**src/rtl/program_loader.sv**
```systemverilog
// program_loader: receives a framed program image byte by byte over a
// valid/ready handshake, writes the data bytes into the register file and
// verifies the XOR checksum before handing memory to the controller.
module program_loader #(
    parameter int unsigned DATA_WIDTH = 8,
    parameter int unsigned ADDR_WIDTH = 4,
    parameter int unsigned DEPTH      = 16
) (
    input  logic                  clk,
    input  logic                  reset,
    input  logic                  start,
    input  logic [DATA_WIDTH-1:0] byte_in,
    input  logic                  byte_valid,
    output logic                  byte_ready,
    output logic [DATA_WIDTH-1:0] mem_data,
    output logic [ADDR_WIDTH-1:0] mem_address,
    output logic                  mem_write,
    output logic                  busy,
    output logic                  run,
    output logic                  error
);

    // Counter is one bit wider than the address so a full-depth count fits.
    localparam int unsigned CNT_W = ADDR_WIDTH + 1;
    // Program length lives in the low five bits of the header byte.
    localparam int unsigned LEN_W = 5;

    typedef enum logic [2:0] {
        S_IDLE,
        S_HEADER,
        S_DATA,
        S_CHECK,
        S_DONE,
        S_ERROR
    } state_t;

    state_t                  state;
    logic [DATA_WIDTH-1:0]   xor_acc;
    logic [CNT_W-1:0]        addr_cnt;
    logic [CNT_W-1:0]        n_len;

    logic [LEN_W-1:0]        hdr_len;
    logic                    hdr_bad;
    logic [CNT_W-1:0]        addr_next;
    logic                    xfer;

    // Header decode, counter increment and handshake qualifier.
    assign hdr_len   = byte_in[LEN_W-1:0];
    assign hdr_bad   = (hdr_len == LEN_W'(0)) || (32'(hdr_len) > DEPTH);
    assign addr_next = addr_cnt + CNT_W'(1);
    assign xfer      = byte_valid && byte_ready;

    // Load sequencer; every output is a register updated alongside the state.
    always_ff @(posedge clk) begin
        if (reset) begin
            state       <= S_IDLE;
            xor_acc     <= '0;
            addr_cnt    <= '0;
            n_len       <= '0;
            byte_ready  <= 1'b0;
            mem_data    <= '0;
            mem_address <= '0;
            mem_write   <= 1'b0;
            busy        <= 1'b0;
            run         <= 1'b0;
            error       <= 1'b0;
        end else begin
            mem_write <= 1'b0;
            case (state)
                S_IDLE, S_DONE, S_ERROR: begin
                    if (start) begin
                        state      <= S_HEADER;
                        addr_cnt   <= '0;
                        xor_acc    <= '0;
                        run        <= 1'b0;
                        error      <= 1'b0;
                        busy       <= 1'b1;
                        byte_ready <= 1'b1;
                    end
                end
                S_HEADER: begin
                    if (xfer) begin
                        xor_acc <= byte_in;
                        n_len   <= CNT_W'(hdr_len);
                        if (hdr_bad) begin
                            state      <= S_ERROR;
                            error      <= 1'b1;
                            busy       <= 1'b0;
                            byte_ready <= 1'b0;
                        end else begin
                            state <= S_DATA;
                        end
                    end
                end
                S_DATA: begin
                    // Write cycle: fold the byte into the checksum and advance.
                    if (mem_write) begin
                        xor_acc    <= xor_acc ^ mem_data;
                        addr_cnt   <= addr_next;
                        byte_ready <= 1'b1;
                        if (addr_next == n_len) begin
                            state <= S_CHECK;
                        end
                    end else if (xfer) begin
                        mem_data    <= byte_in;
                        mem_address <= addr_cnt[ADDR_WIDTH-1:0];
                        mem_write   <= 1'b1;
                        byte_ready  <= 1'b0;
                    end
                end
                S_CHECK: begin
                    if (xfer) begin
                        busy       <= 1'b0;
                        byte_ready <= 1'b0;
                        if (byte_in == xor_acc) begin
                            state <= S_DONE;
                            run   <= 1'b1;
                        end else begin
                            state <= S_ERROR;
                            error <= 1'b1;
                        end
                    end
                end
                default: begin
                    state      <= S_IDLE;
                    busy       <= 1'b0;
                    byte_ready <= 1'b0;
                end
            endcase
        end
    end

endmodule

```
**config.mk**
```make
export PLATFORM = sky130hd
export DESIGN_NAME = program_loader
export DESIGN_NICKNAME = d
export VERILOG_FILES = /design/src/rtl/program_loader.sv
export SDC_FILE = /design/constraint.sdc
export NUM_CORES = 1
export LEC_CHECK = 0
export CAP_MARGIN = 20
export CORE_ASPECT_RATIO = 0.8
export CORE_MARGIN = 8
export CORE_UTILIZATION = 58
export CTS_CLUSTER_DIAMETER = 80
export CTS_CLUSTER_SIZE = 10
export DETAILED_ROUTE_END_ITERATION = 16
export PLACE_DENSITY = 0.85
export SLEW_MARGIN = 20
export SYNTH_ARGS = -nofsm -noshare
export SYNTH_HDL_FRONTEND = slang
export SYNTH_SLANG_ARGS = --single-unit
```
**constraint.sdc**
```tcl
create_clock -name clk -period 2.77 [get_ports clk]
set_input_delay 0.554 -clock clk [delete_from_list [all_inputs] [get_ports clk]]
set_output_delay 0.554 -clock clk [all_outputs]
set_load 0.02 [all_outputs]
```
* Word-level counts from Yosys, hierarchy flattened
Cells that the tools add are included.
** Cells by class
- $add $sub $neg :: 1
- Multiply operators :: 0
- Div/mod/pow operators :: 0
- Order comparisons :: 1
- Equality and inequality tests :: 15
- Shift-type cells :: 0
- Muxes and demuxes :: 33
- Bitwise gates (word level) :: 3
- Reductions and logical operators :: 19
** Operators by type and width (count)
- 2-to-1 mux 8 bit :: 3
- case mux 8 bit (3 select lines) :: 1
- 2-to-1 mux 3 bit :: 6
- inequality test 2 bit (second input constant) :: 8
- 2-to-1 mux 1 bit :: 15
- case mux 3 bit (4 select lines) :: 1
- 2-to-1 mux 5 bit :: 2
- case mux 5 bit (2 select lines) :: 1
- AND reduction 5 bit :: 2
- AND reduction 3 bit :: 3
- equality test 8 bit :: 1
- case mux 1 bit (4 select lines) :: 2
- AND reduction 4 bit :: 2
- XOR 8 bit :: 1
- equality test 3 x 2 -> 1 bit (second input constant) :: 2
- equality test 3 bit (second input constant) :: 2
- AND reduction 6 bit :: 1
- nonzero test 3 bit :: 2
- OR reduction 3 bit :: 2
- adder 5 x 1 -> 5 bit (second input constant) :: 1
- equality test 5 bit :: 1
- greater-than comparator 5 bit (second input constant) :: 1
- zero test 5 bit :: 1
- nonzero test 2 bit :: 2
- other kinds (8) :: 9
** Storage, ports and cells
- Register bits :: 38
- Bits in latches :: 0
- Bits in writable memories :: 0
- Bits in read-only memories :: 0
- Input port bits :: 12
- Output and inout port bits :: 17
- Word-level logic and storage cells :: 83
- Memories kept :: 0

* Longest topological paths before layout
Gate-level depths: netlist of the first run.
- Depth after elaboration :: 5
- Depth in mapped cells :: 7
- Gate-level depth less buffers :: 6

* Worst setup path before layout of the first run
OpenSTA, ideal clock, no wires.
- Path type :: input -> register
- Start point :: input byte_in[0]
- End point :: register state[0]
- Library setup time :: 0.129 ns
- Arrival :: 1.432 ns
- Required time :: 2.641 ns
- Slack :: 1.209 ns
- Stages :: 5
- Buffers on the path :: 0
- Cell sequence :: nor4_1 xnor2_1 nand2_2 a32oi_1 nor3_2
** Between the ends
- Cells in the longest elaborated chain, start to end :: 5
- Elaborated cells between the ends (all ways) :: 9
- Classes of those cells :: order compare (1); eq/ne (1); mux (5); reduce/logical (2)
** RTL lines
- start: declaration :: line 12 : input logic [DATA_WIDTH-1:0] byte_in,
- greater-than comparator 5 bit / zero test 5 bit (equally long branches) :: line 49 : assign hdr_bad = (hdr_len == LEN_W'(0)) || (32'(hdr_len) > DEPTH);
- logical OR 1 bit :: line 49
- 2-to-1 mux 3 bit :: line 85 : if (hdr_bad) begin
- 2-to-1 mux 3 bit :: line 82 : if (xfer) begin
- case mux 3 bit (4 select lines) (*) :: line 69 : case (state)
- end signal: assignment :: line 72 : state <= S_HEADER;
- end signal: assignment :: line 86 : state <= S_ERROR;
- end signal: assignment :: line 91 : state <= S_DATA;
- end: declaration :: line 37 : state_t state;
Mark *: on every way between the ends. The rest lies on a longest branch, timed or not. The select of a mux whose other input is x is not followed.
A chain may end at the register's enable or synchronous reset.

* Worst setup path after layout of the first run
- Start point :: register mem_write
- End point :: output mem_write
** RTL lines
- start: declaration :: line 17 : output logic mem_write,
- start signal: assignment :: line 63 : mem_write <= 1'b0;
- start signal: assignment :: line 68 : mem_write <= 1'b0;
- start signal: assignment :: line 107 : mem_write <= 1'b1;
No word-level cell between the ends.

==> flow_summary.ini, run 1 <==
[global_routing]
groute.usage.overall_pct = 17.3
grt_pass1_wl_um = 7510
grt-ovfl-total = 0
first_global_vias = 1663
grt_max_degree = 28
antenna_found_initial = 0

[critical_path]
worst_ep_arrival_time_ps = 1480
worstSetupEndpointType = primary output
critPathKind = flop to primary output
cpMaxStageDelayCell = clkdlybuf4s50_1
slowest_delay_ps = 670
reg2regPathDepth = 6
crit_family = buffers and inverters
startpoint_type = flop
cp-startpoint = mem_write
cp.depth = 1
worstPathRequired_ps = 2220
critical_path.cell_chain = clkdlybuf4s50_1
critPathBufInv = 1
r2r_slack_ps = 940
r2r-end = mem_data[3]
critical_path.endpoint = mem_write
r2r-start = state[2]
crit_fanout = 8

[floorplanning]
dieArea_sq_mm = 0.00552
rows = 19
die_x_um = 81.1
io_pins = 29
initial_utilization_pct = 59.1
core-area_sq_mm = 0.00333
fp.dieH_um = 68.1

[clock_network]
htree_levels = 2
clock-sinks = 38
cts_buffer_depth = 2
cts_root_buf = clkbuf_8
hold_buffers = 0
path_clk_slew_ps = 70
cts_tree = yes
clock_latency_ps = 290
postCtsSetupBuffers = 0
cts_made_buffers = 5
cts_repair_resize_count = 0

[sta]
hold_slack_ps = 467
setup_violations = 0
fmax_ghz = 0.491
rsz0062_at_grt = no
layout_setup_ws_ps = 734
fin_tns_setup_ps = 0
finalClockSkew_ps = 8.32
timing_hold_violations_final = 0
slew_headroom_pct = 67.2
period_needed_ps = 2040
tightestPinTransition_ps = 492
maxSlewViolCount = 0
min_period_over_period_pct = 73.5

[power]
internal-power_mw = 0.894
p_total_mw = 1.32
p_switching_mw = 0.424
power_density_mw_per_mm2 = 563
leakagePower_nw = 0.832
peakVddDrop_mv = 0.350
seqPwrFrac_pct = 46.0
sw_frac_of_total_pct = 32.2
clockPowerShare_pct = 30.1
pwr-share-comb_pct = 23.9

[logic_synthesis]
syn-instance-count = 227
ys_seq_area_share_pct = 38.7
synth_top_area_share_pct = 38.7
synth-compound-area-share_pct = 17.0
synthDistinctLibCells = 49
synth_edf_count = 0
synth_fa_ha_area_share_pct = 0.636
syn_area_sq_mm = 0.00197
yosys.cell_count.top_type = dfxtp_1
synth_simple_gate_area_share_pct = 22.2
yosys_warnings = 0
yosysTopAreaCell = dfxtp_1
ys.flop_type = dfxtp_1
syn-num-nets = 240
synthArstFlopShare_pct = 0
synth_common_cells = dfxtp_1 (38), nor2_1 (35), mux2i_1 (18)
syn_area_per_cell_sq_um = 8.67
synth_top_family_by_area = simple AND/OR/NAND/NOR gates
ys_seq_elements = 38
muxShareOfSynthArea_pct = 9.15
ys_top_cells_by_area = dfxtp_1 (39%), mux2i_1 (9.2%), nor2_1 (6.7%)
synthXorXnorAreaFrac_pct = 6.68

[flow_run]
maxCapViolations = 0

[detailed_routing]
ant_nets = 0
drc_errors = 0
wl_per_cell_um = 15.4
avgViaCountPerCell = 5.84
dr.pass1.iters = 4
vias = 1729
routed_wl_um = 4540
drt_iter0_drc = 153

[placement]
hpwl_um = 3120
place_ws_ps = 538
post-place-cells = 288
dpl-instance-area_sq_mm = 0.00225
io_buffers = 28
place_congestion = 0.839

[status]
status = finished, final reports clean

[cells_and_area]
diodes = 0
drive_above_1_share_pct = 8.27
finish.utilization_pct = 70.4
layoutNonFillerInstCount = 296
syn_to_final_growth_pct = 19.1
fin_area_sq_mm = 0.00234
nNetsFinal = 266

[min_path]
hold_class = flop to flop
hold_depth = 1
hp-start = run
## logic make-up after synthesis
kind of cell | Yosys count
adder cells (fa/ha/maj) | 1
multiplexers | 18
AND/OR/NAND/NOR | 83
XOR/XNOR | 15
AO/OA/AOI/OAI | 50
buffers and inverters | 22
flip-flops | 38
## cell usage in the layout (no fill, tap or decap), types with 2 or more instances in the layout
cell             netlist  routed
dfxtp_1               38      38
nor2_1                35      35
clkdlybuf4s50_1        0      28
mux2i_1               18      18
a21oi_1               16      16
nand2_1               13      13
o21ai_1               11      11
xor2_1                11      11
inv_1                 10      10
a32o_1                 8       8
clkbuf_8               0       6
nand3_1                4       4
xnor2_1                4       4
nor2_2                 3       3
nor4_1                 3       3
buf_4                  1       3
nand2b_1               2       2
nand3b_1               2       2
or2_1                  2       2
o21ai_0                2       2
and3_1                 2       2
or3_1                  2       2
nor3_4                 2       2
nand4_1                2       2
nor3_1                 2       2
a32oi_1                2       2
## metal layers
layer,vias up,global-route usage (%),share of wire (%)
li1,846,-,-
met1,822,20.4,44
met2,53,29.6,47
met3,8,4.86,7.0
met4,0,6.67,1.4
met5,-,0,0
## sequential cells by signal, indices dropped and copies added, names as in the netlist
register     count
mem_data         8
busy             1
mem_write        1
xor_acc          8
error            1
mem_address      4
state            3
run              1
byte_ready       1
addr_cnt         5
n_len            5
## final cells by class
| type | instances | area [sq um] |
|---|---|---|
| clock buffer | 6 | 82.6 |
| fill | 296 | 985 |
| timing repair buffer | 31 | 303 |
| multi-input combinational | 167 | 1090 |
| tap | 42 | 52.6 |
| sequential | 38 | 761 |
| inverter | 10 | 37.5 |
| clock inverter | 2 | 12.5 |
## power groups by stage
stage / logic [mW] / clock network (mW) / registers (mW)
CTS: 0.315 / 0.401 / 0.605
floorplan: 0.232 / 0 / 0.616
finish: 0.316 / 0.397 / 0.606
global route: 0.342 / 0.428 / 0.610
detailed placement: 0.311 / 0 / 0.618
global placement: 0.307 / 0 / 0.618
## worst min-delay path by stage
stage                              to
after global routing              run
after CTS                         run
after global placement            run
after detailed placement          run
after floorplan           addr_cnt[1]
final                             run
No activity file was read; power rests on OpenSTA's default activity.
==> run 2, diff against run 1 <==
--- a/config.mk
+++ b/config.mk
@@ -8,11 +8,11 @@
 export CAP_MARGIN = 20
 export CORE_ASPECT_RATIO = 0.8
 export CORE_MARGIN = 8
-export CORE_UTILIZATION = 58
+export CORE_UTILIZATION = 53
 export CTS_CLUSTER_DIAMETER = 80
 export CTS_CLUSTER_SIZE = 10
 export DETAILED_ROUTE_END_ITERATION = 16
-export PLACE_DENSITY = 0.85
+export PLACE_DENSITY = 0.78
 export SLEW_MARGIN = 20
 export SYNTH_ARGS = -nofsm -noshare
 export SYNTH_HDL_FRONTEND = slang
==> constraint.sdc (replaced) <==
create_clock -name clk -period 2.1 [get_ports clk]
set_input_delay 0.42 -clock clk [delete_from_list [all_inputs] [get_ports clk]]
set_output_delay 0.42 -clock clk [all_outputs]
set_load 0.02 [all_outputs]
==> run 2 against run 1 <==
Clock-buffer cell count unchanged. Clock skew decreased by 3.0 ps. Cell count increased by 1.7%. Critical path type unchanged. Largest cell class unchanged. Largest power group unchanged.
==> flow_summary.ini, run 2 (synthesis gave the netlist of run 1 again) <==
[cells_and_area]
finish.utilization_pct = 68.6
drive_above_1_share_pct = 9.65
layout_commonest_cell = dfxtp_1
final_cell_mix = dfxtp_1 (38), nor2_1 (35), clkdlybuf4s50_1 (28)
largestRegisters = mem_data: 8 flops, xor_acc: 8 flops
fin_area_sq_mm = 0.00240
diodes = 0
layoutNonFillerInstCount = 301
nNetsFinal = 272
syn_to_final_growth_pct = 21.9

[sta]
timing_hold_violations_final = 0
layout_setup_ws_ps = 214
finalClockSkew_ps = 5.29
slew_headroom_pct = 67.6
min_period_over_period_pct = 89.8
rsz0062_at_grt = no
tightestPinTransition_ps = 486
fin_tns_setup_ps = 0
setup_violations = 0
fmax_ghz = 0.530
period_needed_ps = 1890
maxSlewViolCount = 0

[critical_path]
crit_family = buffers and inverters
slowest_delay_ps = 670
worst_ep_arrival_time_ps = 1470
cpMaxStageDelayCell = clkdlybuf4s50_1
worstPathRequired_ps = 1680
startpoint_type = flop
critical_path.cell_chain = clkdlybuf4s50_1
critPathKind = flop to primary output
critPathBufInv = 1
worstSetupEndpointType = primary output
crit_fanout = 8

[clock_network]
cts_tree = yes
hold_buffers = 0
clock_latency_ps = 280
cts_repair_resize_count = 0
clock-sinks = 38
path_clk_slew_ps = 70
cts_root_buf = clkbuf_8
htree_levels = 2
cts_buffer_depth = 2
cts_made_buffers = 5
postCtsSetupBuffers = 0

[status]
status = finished, final reports clean

[power]
peakVddDrop_mv = 0.463
p_switching_mw = 0.552
leakagePower_nw = 0.857
internal-power_mw = 1.16
power_density_mw_per_mm2 = 714
sw_frac_of_total_pct = 32.2
pwr-share-comb_pct = 25.6
seqPwrFrac_pct = 46.9
clockPowerShare_pct = 27.5

[global_routing]
grt_pass1_wl_um = 7820
grt_max_degree = 39
antenna_found_initial = 0
groute.usage.overall_pct = 15.9
first_global_vias = 1669
grt-ovfl-total = 0

[placement]
dpl-instance-area_sq_mm = 0.00232
place_ws_ps = 26.5
io_buffers = 28
post-place-cells = 294
hpwl_um = 3410
place_congestion = 0.848

[floorplanning]
fp.dieH_um = 70.5
io_pins = 29
rows = 19
core-area_sq_mm = 0.00349
dieArea_sq_mm = 0.00593
initial_utilization_pct = 56.3
die_x_um = 84.1

[detailed_routing]
ant_nets = 0
avgViaCountPerCell = 5.79
vias = 1743
drc_errors = 0
dr.pass1.iters = 4
drt_iter0_drc = 130
wl_per_cell_um = 15.8
routed_wl_um = 4740

[flow_run]
maxCapViolations = 0

[min_path]
hold_class = flop to flop
-- run 2: cell count changes in the layout (fill, tap and decap cells not counted) --
| cell | delta |
|---|---|
| buf_12 | +2 |
| clkbuf_1 | +1 |
| clkinv_2 | -1 |
| buf_4 | +4 |
| clkbuf_8 | -1 |
-- run 2: power by group through the flow --
stage,combinational [mW],sequential [mW],clock [mW]
6_report,0.438,0.803,0.470
3_5_place_dp,0.433,0.818,0
3_3_place_gp,0.425,0.817,0
2_1_floorplan,0.306,0.813,0
5_1_grt,0.476,0.808,0.520
4_1_cts,0.437,0.802,0.483
-- run 2: metrics by stage --
stage	hold slack (ps)	total power [mW]
after floorplan	462	1.12
after global placement	450	1.24
after detailed placement	495	1.25
after CTS	509	1.72
after global routing	530	1.80
final	507	1.71
-- run 2: path summary, 6_finish.rpt --
path             startpoint              to  slack [ps]  cells after the start
max reg2reg     addr_cnt[0]        state[0]         450                      6
max               mem_write       mem_write         210                      1
min          mem_address[2]  mem_address[2]         510                      2
min reg2reg  mem_address[2]  mem_address[2]         510                      2
-- run 2: layout make-up --
cell class / instances / area [sq um]
Clock buffer: 6 / 72.6
Clock inverter: 1 / 7.51
Fill cell: 299 / 1100
Inverter: 10 / 37.5
Multi-Input combinational cell: 167 / 1090
Sequential cell: 38 / 761
Tap cell: 42 / 52.6
Timing Repair Buffer: 37 / 373
-- run 2: per-layer routing --
metal | GRT usage [%] | part of all wire (%)
met5 | 0 | 0
met2 | 26.1 | 50
met3 | 4.87 | 6.6
met1 | 19.3 | 43
met4 | 4.97 | 0.61
